==> config.mk <==
export PLATFORM = sky130hd
export DESIGN_NAME = imu_sample_framer
export DESIGN_NICKNAME = d
export VERILOG_FILES = /design/src/rtl/imu_sample_framer.sv
export SDC_FILE = /design/constraint.sdc
export NUM_CORES = 1
export LEC_CHECK = 0
export BUFFER_PORTS_ARGS = -buffer_cell sky130_fd_sc_hd__buf_4
export CAP_MARGIN = 20
export CORE_MARGIN = 1.5
export CORE_UTILIZATION = 50
export CTS_CLUSTER_SIZE = 8
export DETAILED_ROUTE_END_ITERATION = 12
export PLACE_DENSITY = 0.66
export SLEW_MARGIN = 20
export SYNTH_ARGS = -nofsm -noshare
export SYNTH_HDL_FRONTEND = slang
export SYNTH_SLANG_ARGS = --single-unit
==> constraint.sdc <==
create_clock -name c -period 13.15 [get_ports c]
set_clock_uncertainty 0.15 [all_clocks]
set_input_delay 0.6575 -clock c [delete_from_list [all_inputs] [get_ports c]]
set_output_delay 0.6575 -clock c [all_outputs]
set_load 0.02 [all_outputs]
==> src/rtl/imu_sample_framer.sv <==
// Captures IMU register-reader bursts into two ping-pong banks and drains each
// committed bank as header + timestamp + data words over a valid/ready stream.
module imu_sample_framer #(
  parameter int MAX_WORDS = 16,
  parameter int TS_W      = 32
) (
  input  logic        c,
  input  logic        rst_n,
  input  logic        rd_start,
  input  logic [7:0]  rd_reg_idx,
  input  logic [31:0] rd_d,
  input  logic        rd_dv,
  input  logic        rd_done,
  output logic [31:0] out_d,
  output logic        out_valid,
  input  logic        out_ready,
  output logic        out_last,
  output logic [15:0] drop_cnt
);

  localparam int         AW   = (MAX_WORDS > 1) ? $clog2(MAX_WORDS) : 1;
  localparam logic [4:0] MAXW = 5'(MAX_WORDS);

  typedef enum logic [1:0] {W_IDLE, W_CAP, W_DROP} wstate_t;
  typedef enum logic [1:0] {R_IDLE, R_HDR, R_TS, R_DATA} rstate_t;

  // Control state
  logic [TS_W-1:0] ts_q;
  logic [7:0]      seq_q;
  logic [1:0]      full_q;
  logic            last_commit_q;
  wstate_t         wstate_q;
  logic            wbank_q;
  logic [4:0]      wcnt_q;
  logic            trunc_q;
  logic [15:0]     drop_q;
  rstate_t         rstate_q;
  logic            rbank_q;
  logic [4:0]      rk_q;
  logic [31:0]     odata_q;
  logic            ovalid_q;
  logic            olast_q;

  // Bank storage and per-bank frame metadata
  logic [31:0]     mem_q     [2][MAX_WORDS];
  logic [TS_W-1:0] b_ts_q    [2];
  logic [7:0]      b_idx_q   [2];
  logic [4:0]      b_wcnt_q  [2];
  logic            b_trunc_q [2];
  logic [7:0]      b_seq_q   [2];

  logic        hs, rd_free, in_cap;
  logic [1:0]  full_set, full_clr, free;
  logic        any_free, pick, sbank, meta_load;
  logic        cap_wr, cap_ovf, commit;
  logic [4:0]  wcnt_d;
  logic        trunc_d;
  logic        rsel;
  logic [31:0] hdr_word;

  always_comb begin
    hs       = ovalid_q & out_ready;
    rd_free  = hs & olast_q;
    full_clr = rd_free ? (rbank_q ? 2'b10 : 2'b01) : 2'b00;
    // A bank released by this cycle's final handshake is already offered to rd_start.
    free     = ~full_q | full_clr;
    any_free = |free;
    pick     = ~free[0];

    in_cap   = (wstate_q == W_CAP);
    cap_wr   = in_cap & ~rd_start & rd_dv & (wcnt_q < MAXW);
    cap_ovf  = in_cap & ~rd_start & rd_dv & (wcnt_q == MAXW);
    commit   = in_cap & ~rd_start & rd_done;
    wcnt_d   = wcnt_q + (cap_wr ? 5'd1 : 5'd0);
    trunc_d  = trunc_q | cap_ovf;
    full_set = commit ? (wbank_q ? 2'b10 : 2'b01) : 2'b00;

    sbank     = in_cap ? wbank_q : pick;
    meta_load = rd_start & (in_cap | any_free);

    rsel     = (&full_q) ? ~last_commit_q : ~full_q[0];
    hdr_word = {8'hA5, b_idx_q[rsel], b_wcnt_q[rsel], b_trunc_q[rsel], 2'b00, b_seq_q[rsel]};
  end

  always_ff @(posedge c or negedge rst_n) begin
    if (!rst_n) begin
      ts_q          <= '0;
      seq_q         <= '0;
      full_q        <= '0;
      last_commit_q <= 1'b0;
      wstate_q      <= W_IDLE;
      wbank_q       <= 1'b0;
      wcnt_q        <= '0;
      trunc_q       <= 1'b0;
      drop_q        <= '0;
    end else begin
      ts_q   <= ts_q + TS_W'(1);
      full_q <= (full_q & ~full_clr) | full_set;
      case (wstate_q)
        W_CAP: begin
          if (rd_start) begin
            wcnt_q  <= '0;
            trunc_q <= 1'b0;
          end else begin
            wcnt_q  <= wcnt_d;
            trunc_q <= trunc_d;
            if (rd_done) begin
              wstate_q      <= W_IDLE;
              seq_q         <= seq_q + 8'd1;
              last_commit_q <= wbank_q;
            end
          end
        end
        default: begin
          if (rd_start) begin
            if (any_free) begin
              wbank_q  <= pick;
              wcnt_q   <= '0;
              trunc_q  <= 1'b0;
              wstate_q <= W_CAP;
            end else begin
              if (drop_q != 16'hFFFF) drop_q <= drop_q + 16'd1;
              wstate_q <= W_DROP;
            end
          end else if (rd_done) begin
            wstate_q <= W_IDLE;
          end
        end
      endcase
    end
  end

  // NOTE: bank contents and metadata have no reset; full_q gates every read of them.
  always_ff @(posedge c) begin
    if (cap_wr) mem_q[wbank_q][wcnt_q[AW-1:0]] <= rd_d;
    if (meta_load) begin
      b_ts_q[sbank]  <= ts_q;
      b_idx_q[sbank] <= rd_reg_idx;
    end
    if (commit) begin
      b_wcnt_q[wbank_q]  <= wcnt_d;
      b_trunc_q[wbank_q] <= trunc_d;
      b_seq_q[wbank_q]   <= seq_q;
    end
  end

  always_ff @(posedge c or negedge rst_n) begin
    if (!rst_n) begin
      rstate_q <= R_IDLE;
      rbank_q  <= 1'b0;
      rk_q     <= '0;
      odata_q  <= '0;
      ovalid_q <= 1'b0;
      olast_q  <= 1'b0;
    end else begin
      case (rstate_q)
        R_IDLE: begin
          if (|full_q) begin
            rbank_q  <= rsel;
            odata_q  <= hdr_word;
            ovalid_q <= 1'b1;
            olast_q  <= 1'b0;
            rstate_q <= R_HDR;
          end
        end
        R_HDR: begin
          if (hs) begin
            odata_q  <= 32'(b_ts_q[rbank_q]);
            olast_q  <= (b_wcnt_q[rbank_q] == 5'd0);
            rk_q     <= '0;
            rstate_q <= R_TS;
          end
        end
        default: begin
          if (hs) begin
            if (olast_q) begin
              ovalid_q <= 1'b0;
              olast_q  <= 1'b0;
              rstate_q <= R_IDLE;
            end else begin
              odata_q  <= mem_q[rbank_q][rk_q[AW-1:0]];
              olast_q  <= (rk_q == b_wcnt_q[rbank_q] - 5'd1);
              rk_q     <= rk_q + 5'd1;
              rstate_q <= R_DATA;
            end
          end
        end
      endcase
    end
  end

  assign out_d     = odata_q;
  assign out_valid = ovalid_q;
  assign out_last  = olast_q;
  assign drop_cnt  = drop_q;

endmodule

==> results of run 1 <==
==> layout make-up <==
| class | instances | area share |
|---|---|---|
| Sequential cell | 1242 | 0.658 |
| Clock inverter | 12 | 0.00313 |
| Antenna cell | 2 | 0.0000895 |
| Clock buffer | 290 | 0.0864 |
| Tap cell | 1276 | 0.0286 |
| Multi-Input combinational cell | 1100 | 0.201 |
| Timing Repair Buffer | 163 | 0.0229 |
| Inverter | 8 | 0.000537 |
==> state kept, by name (all words and copies together), names as in the netlist, 10 cells and up <==
signal and count:
b_seq_q 16, ts_q 32, b_wcnt_q 10, b_idx_q 16, out_d 32, b_ts_q 64
drop_cnt 16, mem_q 1024
==> critical path, delay by kind of cell, from the launching register on <==
kind / cells / cell delay (ns)
flops: 1 / 0.75
mux: 1 / 0.61
compound gates: 3 / 0.84
buf+inv: 2 / 1.59
simple gates: 1 / 0.08
==> per-layer routing <==
layer,up-vias,track usage,part of all wire
met5,-,0,0.00035
met4,6,0.0794,0.026
met3,187,0.0592,0.092
met2,1195,0.393,0.48
met1,13257,0.347,0.40
li1,10607,-,-
==> timing repair <==
item / CTS / global route
gates resized for setup: 0 / 0
hold buffers: 10 / 0
hold endpoints to repair: 72 / 0
==> per-stage QoR <==
stage                     area, um^2  hold WS [ns]  setup WS [ns]  power, uW  utilization
after detailed placement       50800         0.313           8.87       7230        0.527
after global routing           55900        0.0511           8.61      11600        0.580
after CTS                      55900       0.00641           8.84      11300        0.580
after global placement         50800         0.308           9.02       7200        0.527
final                          55900        0.0537           8.88      11200        0.580
after floorplan                48500         0.212           7.97       6490            -
==> cell families after synthesis <==
kind of cell               share of synthesized area
buffers and inverters                         0.0160
DFF                                            0.758
xor gates and xnor gates                      0.0119
adders and majority gates                    0.00181
AOI/OAI and AO/OA                             0.0444
and+or+nand+nor                               0.0289
muxes                                          0.139
==> report_power, final <==
group,total [uW],switching [uW],leakage [uW],internal (uW)
registers,4710,230,0.0116,4480
logic,2460,1380,0.00491,1070
clock network,4070,1590,0.00238,2480
==> worst min path at each step <==
stage                   from       endpoint  slack [ns]  cells past startpoint
detailed placement  seq_q[5]  b_seq_q[1][5]        0.31                      0
floorplan              rst_n    drop_cnt[0]        0.21                      0
global route         rd_done    wstate_q[0]        0.05                      4
finish               rd_done    wstate_q[0]        0.05                      4
global placement    ts_q[22]  b_ts_q[0][22]        0.31                      0
CTS                  rd_done    wstate_q[0]       0.006                      4
==> placed cells by master (no fill, tap or decap), types with 5 or more instances in the layout <==
master         synthesis  final
edfxtp_1            1132   1132
mux2i_1              226    226
mux4_2               183    183
clkbuf_16              0    176
buf_4                 18    149
nand2_1              119    118
clkbuf_1              56    114
dfrtp_1              110    105
xnor2_1               52     52
nor2_1                77     43
o211ai_1              36     36
o2111ai_1             36     36
a21oi_1               35     35
o22a_1                34     34
o21ai_0               33     33
nor2_4                 0     33
mux2_2                30     30
o22ai_1               28     28
nand3_1               28     27
a221oi_1              23     23
nand4_1               17     17
xor2_1                14     14
a211oi_1              11     10
a221o_1               10     10
o221a_2               10     10
dlygate4sd3_1          0     10
nor3_1                11      9
o221ai_1               9      9
a2111oi_0              9      9
inv_1                  7      7
ha_1                   7      7
and3_1                 6      6
nand3b_1               6      6
and4_1                 5      5
and2_1                 5      5
nand2b_1               5      5
clkinv_8               0      5
==> flow_summary.json, run 1 <==
{
  "outcome": "finished, final reports clean",
  "portBuffers": 95,
  "synth_top_area_cell": "edfxtp_1",
  "peakVddDrop_mv": 0.182,
  "synth_edf_count": 1132,
  "post-route-min-period_ns": 4.27,
  "synth_area_leaders": "edfxtp_1 70%, mux4_2 8.5%, dfrtp_1 5.7%, mux2i_1 4.7%, xnor2_1 0.94%",
  "grt_start_max_net_pins": 147,
  "rows": 114,
  "drc": 0,
  "root_buffer": "clkbuf_16",
  "nFillCells": 7050,
  "synthFlopType": "edfxtp_1",
  "crit_type": "reg -> reg",
  "dp_hpwl_mm": 67.7,
  "cts_buffers": 173,
  "setup-tns-final_ns": 0,
  "syn_area_um2": 48500,
  "critical_path.cell_chain": "buf_4 -> buf_12 -> mux4_2 -> nand2_1 -> a21oi_1 -> a2111oi_0 -> o22ai_1",
  "setup_viol": 0,
  "synth.top_cell.area_share": 0.701,
  "endpoint": "out_d[21]",
  "num_vias": 25252,
  "grt.overflow.total": 0,
  "crit_start": "rbank_q",
  "synth-seq-cells": 1242,
  "synthCells": 2488,
  "cts_setup_buffers": 0,
  "rsz0062_at_grt": "no",
  "yosysWarnings": 0,
  "area_growth_pct": 15.4,
  "track_usage": 0.250,
  "cap_violations": 0,
  "hold_viol_final": 0,
  "fmax_mhz": 234,
  "max_slew_margin": 0.223,
  "worst_ep_required_time_ns": 13.59,
  "clock-sinks": 1242,
  "r2r_setup_slack_ns": 8.88,
  "die_area_um2": 98800,
  "yosysMostFrequentCell": "edfxtp_1",
  "crit-reg2reg-capture": "out_d[21]",
  "routabilityCongestion": 0.795,
  "worstMarginPinSlew_ns": 1.17,
  "synthDistinctLibCells": 57,
  "r2r_start": "rbank_q",
  "routedWlPerCell_um": 29.6,
  "htree_levels": 4,
  "cts_tree": "yes",
  "multi_input_area_um2": 11200,
  "insertion_delay_ns": 0.75,
  "routed_wl_mm": 121,
  "ant_nets": 0,
  "fin_cells": 4093,
  "min_path_type": "in -> reg",
  "synth_nets": 2541,
  "layout-drive-gt1-share": 0.219,
  "chipWidth_um": 314,
  "cp-end-kind": "flop",
  "crit_path_top_delay_cell": "buf_12",
  "clkSlewWorstSetupHoldPaths_ns": 0.05,
  "num_io_pins": 96,
  "power.density_nw_per_um2": 201,
  "dr.pass1.iters": 5,
  "reg2regPathDepth": 7,
  "cp.arrival_ns": 4.71,
  "syn_avg_cell_area_um2": 19.5,
  "period_share": 0.325,
  "synthArstFlopShare": 0.0886,
  "viasPerCell": 6.17,
  "grt_pass1_vias": 25919,
  "slew_violations": 0,
  "core_area_um2": 96400,
  "grt_pass1_wl_mm": 177,
  "start_util": 0.503,
  "clock_path_buffers": 3,
  "regArea_um2": 36800,
  "fin_nets": 2741,
  "dieHeight_um": 314,
  "yosysSeqAreaShare": 0.758,
  "first_iter_violations": 2904,
  "dp.cells": 3779,
  "cp_max_fo": 128,
  "leakagePower_uw": 0.0189,
  "slowest_delay_ns": 0.82,
  "ys_top_cells_by_count": "1132 x edfxtp_1, 226 x mux2i_1, 183 x mux4_2",
  "antenna_found_initial": 5,
  "worstSetupStartpointType": "flop"
}
Note: power is estimated with default switching activity, not from simulation.
==> run 2: changes to the inputs <==
clock period = 4.2 ns   (was 13.15 ns; I/O delays follow)
==> flow_summary.json, run 2 (same netlist as run 1, synthesis figures left out) <==
{
  "worstMarginPinSlew_ns": 1.20,
  "routed_wl_mm": 121,
  "fmax_mhz": 281,
  "ant_nets": 0,
  "start_util": 0.503,
  "chipWidth_um": 314,
  "clock_path_buffers": 3,
  "pre_cts_slack_ns": 0.701,
  "antenna_found_initial": 1,
  "grt_pass1_vias": 26210,
  "worstSetupStartpointType": "flop",
  "cp-end-kind": "flop",
  "outcome": "finished, final reports clean",
  "dp_hpwl_mm": 70.9,
  "power.density_nw_per_um2": 622,
  "peakVddDrop_mv": 0.583,
  "final.setup.worst_slack_ns": 0.637,
  "slew_violations": 0,
  "layout-drive-gt1-share": 0.228,
  "insertion_delay_ns": 0.76,
  "die_area_um2": 98800,
  "largest_reg_flops": 1024,
  "r2r_start": "rbank_q",
  "hold_ws_ns": 0.0458,
  "crit_start": "rbank_q",
  "routedWlPerCell_um": 29.2,
  "grt.overflow.total": 0,
  "crit-reg2reg-capture": "out_d[5]",
  "postCtsResizedCells": 0,
  "area_growth_pct": 17.0,
  "cts_buffers": 173,
  "core_area_um2": 96400,
  "leakagePower_uw": 0.0193,
  "endpoint": "out_d[5]",
  "viasPerCell": 6.15,
  "layout_commonest_cell": "edfxtp_1",
  "wl_met2_mm": 58.8,
  "reg2regPathDepth": 4,
  "max_slew_margin": 0.201,
  "rsz0062_at_grt": "no",
  "routed.top_layer": "met5",
  "wl_met1_mm": 49.8,
  "fin_nets": 2818,
  "clock-sinks": 1242,
  "nFillCells": 7029,
  "post-route-min-period_ns": 3.56,
  "cp_max_fo": 67,
  "cap_violations": 0,
  "final_cell_mix": "1132 x edfxtp_1, 226 x mux2i_1, 183 x mux4_2",
  "cts_tree": "yes",
  "min_path_type": "in -> reg",
  "grt_pass1_wl_mm": 177,
  "period_share": 0.848,
  "track_usage": 0.251,
  "num_io_pins": 96,
  "first_iter_violations": 2580,
  "routabilityCongestion": 0.825,
  "wl_met3_mm": 10.2,
  "rows": 114,
  "cp.arrival_ns": 3.99,
  "num_vias": 25470,
  "setup-tns-final_ns": 0,
  "dieHeight_um": 314,
  "fin_cells": 4144,
  "antennaDiodeCount": 0,
  "drc": 0,
  "root_buffer": "clkbuf_16",
  "setup_viol": 0,
  "portBuffers": 95,
  "dr.pass1.iters": 5,
  "crit_type": "reg -> reg",
  "worst_ep_required_time_ns": 4.63,
  "clkSlewWorstSetupHoldPaths_ns": 0.05,
  "htree_levels": 4,
  "grt_start_max_net_pins": 68,
  "dp.cells": 3818,
  "hold_viol_final": 0,
  "r2r_setup_slack_ns": 0.64
}
[run 2: changes by cell type in the layout (fill, tap and decap cells not counted), sizes merged]
cell,previous run,this run
dlygate4sd3,10,48
buf,153,192
clkinvlp,1,0
diode,2,0
clkbuf,290,266
clkinv,5,6
[run 2: metrics by stage]
stage | utilization | total power, uW | cell area (um^2)
after global placement | 0.532 | 22700 | 51300
after detailed placement | 0.532 | 22800 | 51300
after global routing | 0.588 | 36500 | 56700
final | 0.588 | 35200 | 56700
after floorplan | - | 20300 | 48500
after CTS | 0.588 | 35500 | 56700
[run 2: final cells by class]
cell class	count	area, um^2	share of cell area
multi-input cells	1100	11200	0.198
well taps	1276	1600	0.0282
clock inverters	12	175	0.00309
inverters	8	31.3	0.000552
clock buffers	266	4730	0.0834
flip-flops and latches	1242	36800	0.648
repair buffers	240	2190	0.0386
[run 2: critical path: stages, from the launching register on]
cell       delay (ns)
dfrtp_4          0.84
buf_12           0.48
mux4_2           0.59
a2111oi_1        1.08
o22ai_1          0.21
[run 2: worst min-delay path by stage]
stage                       start       endpoint  slack (ns)  cells past startpoint
finish              rd_reg_idx[0]  b_idx_q[1][0]        0.05                      2
global route        rd_reg_idx[0]  b_idx_q[1][0]        0.04                      2
CTS                 rd_reg_idx[3]  b_idx_q[1][3]        0.01                      2
detailed placement          rst_n       ts_q[11]        0.21                      1
global placement            rst_n       ts_q[11]        0.19                      1
floorplan                   rst_n    drop_cnt[0]       -0.24                      0
[run 2: repair_timing]
item	4_1_cts	5_1_grt
hold buffers	48	0
endpoints found under the setup margin	0	0
setup buffers	0	0
hold endpoints to repair	1149	0
[run 2: metal layers]
layer | GRT usage | vias to the layer above
met3 | 0.0570 | 165
met5 | 0 | -
met2 | 0.398 | 1114
met1 | 0.352 | 13437
li1 | - | 10752
met4 | 0.0666 | 2
[run 2: where the power goes]
group | internal, uW | switching [uW]
combinational | 3490 | 4420
clock | 7660 | 4950
sequential | 14000 | 698
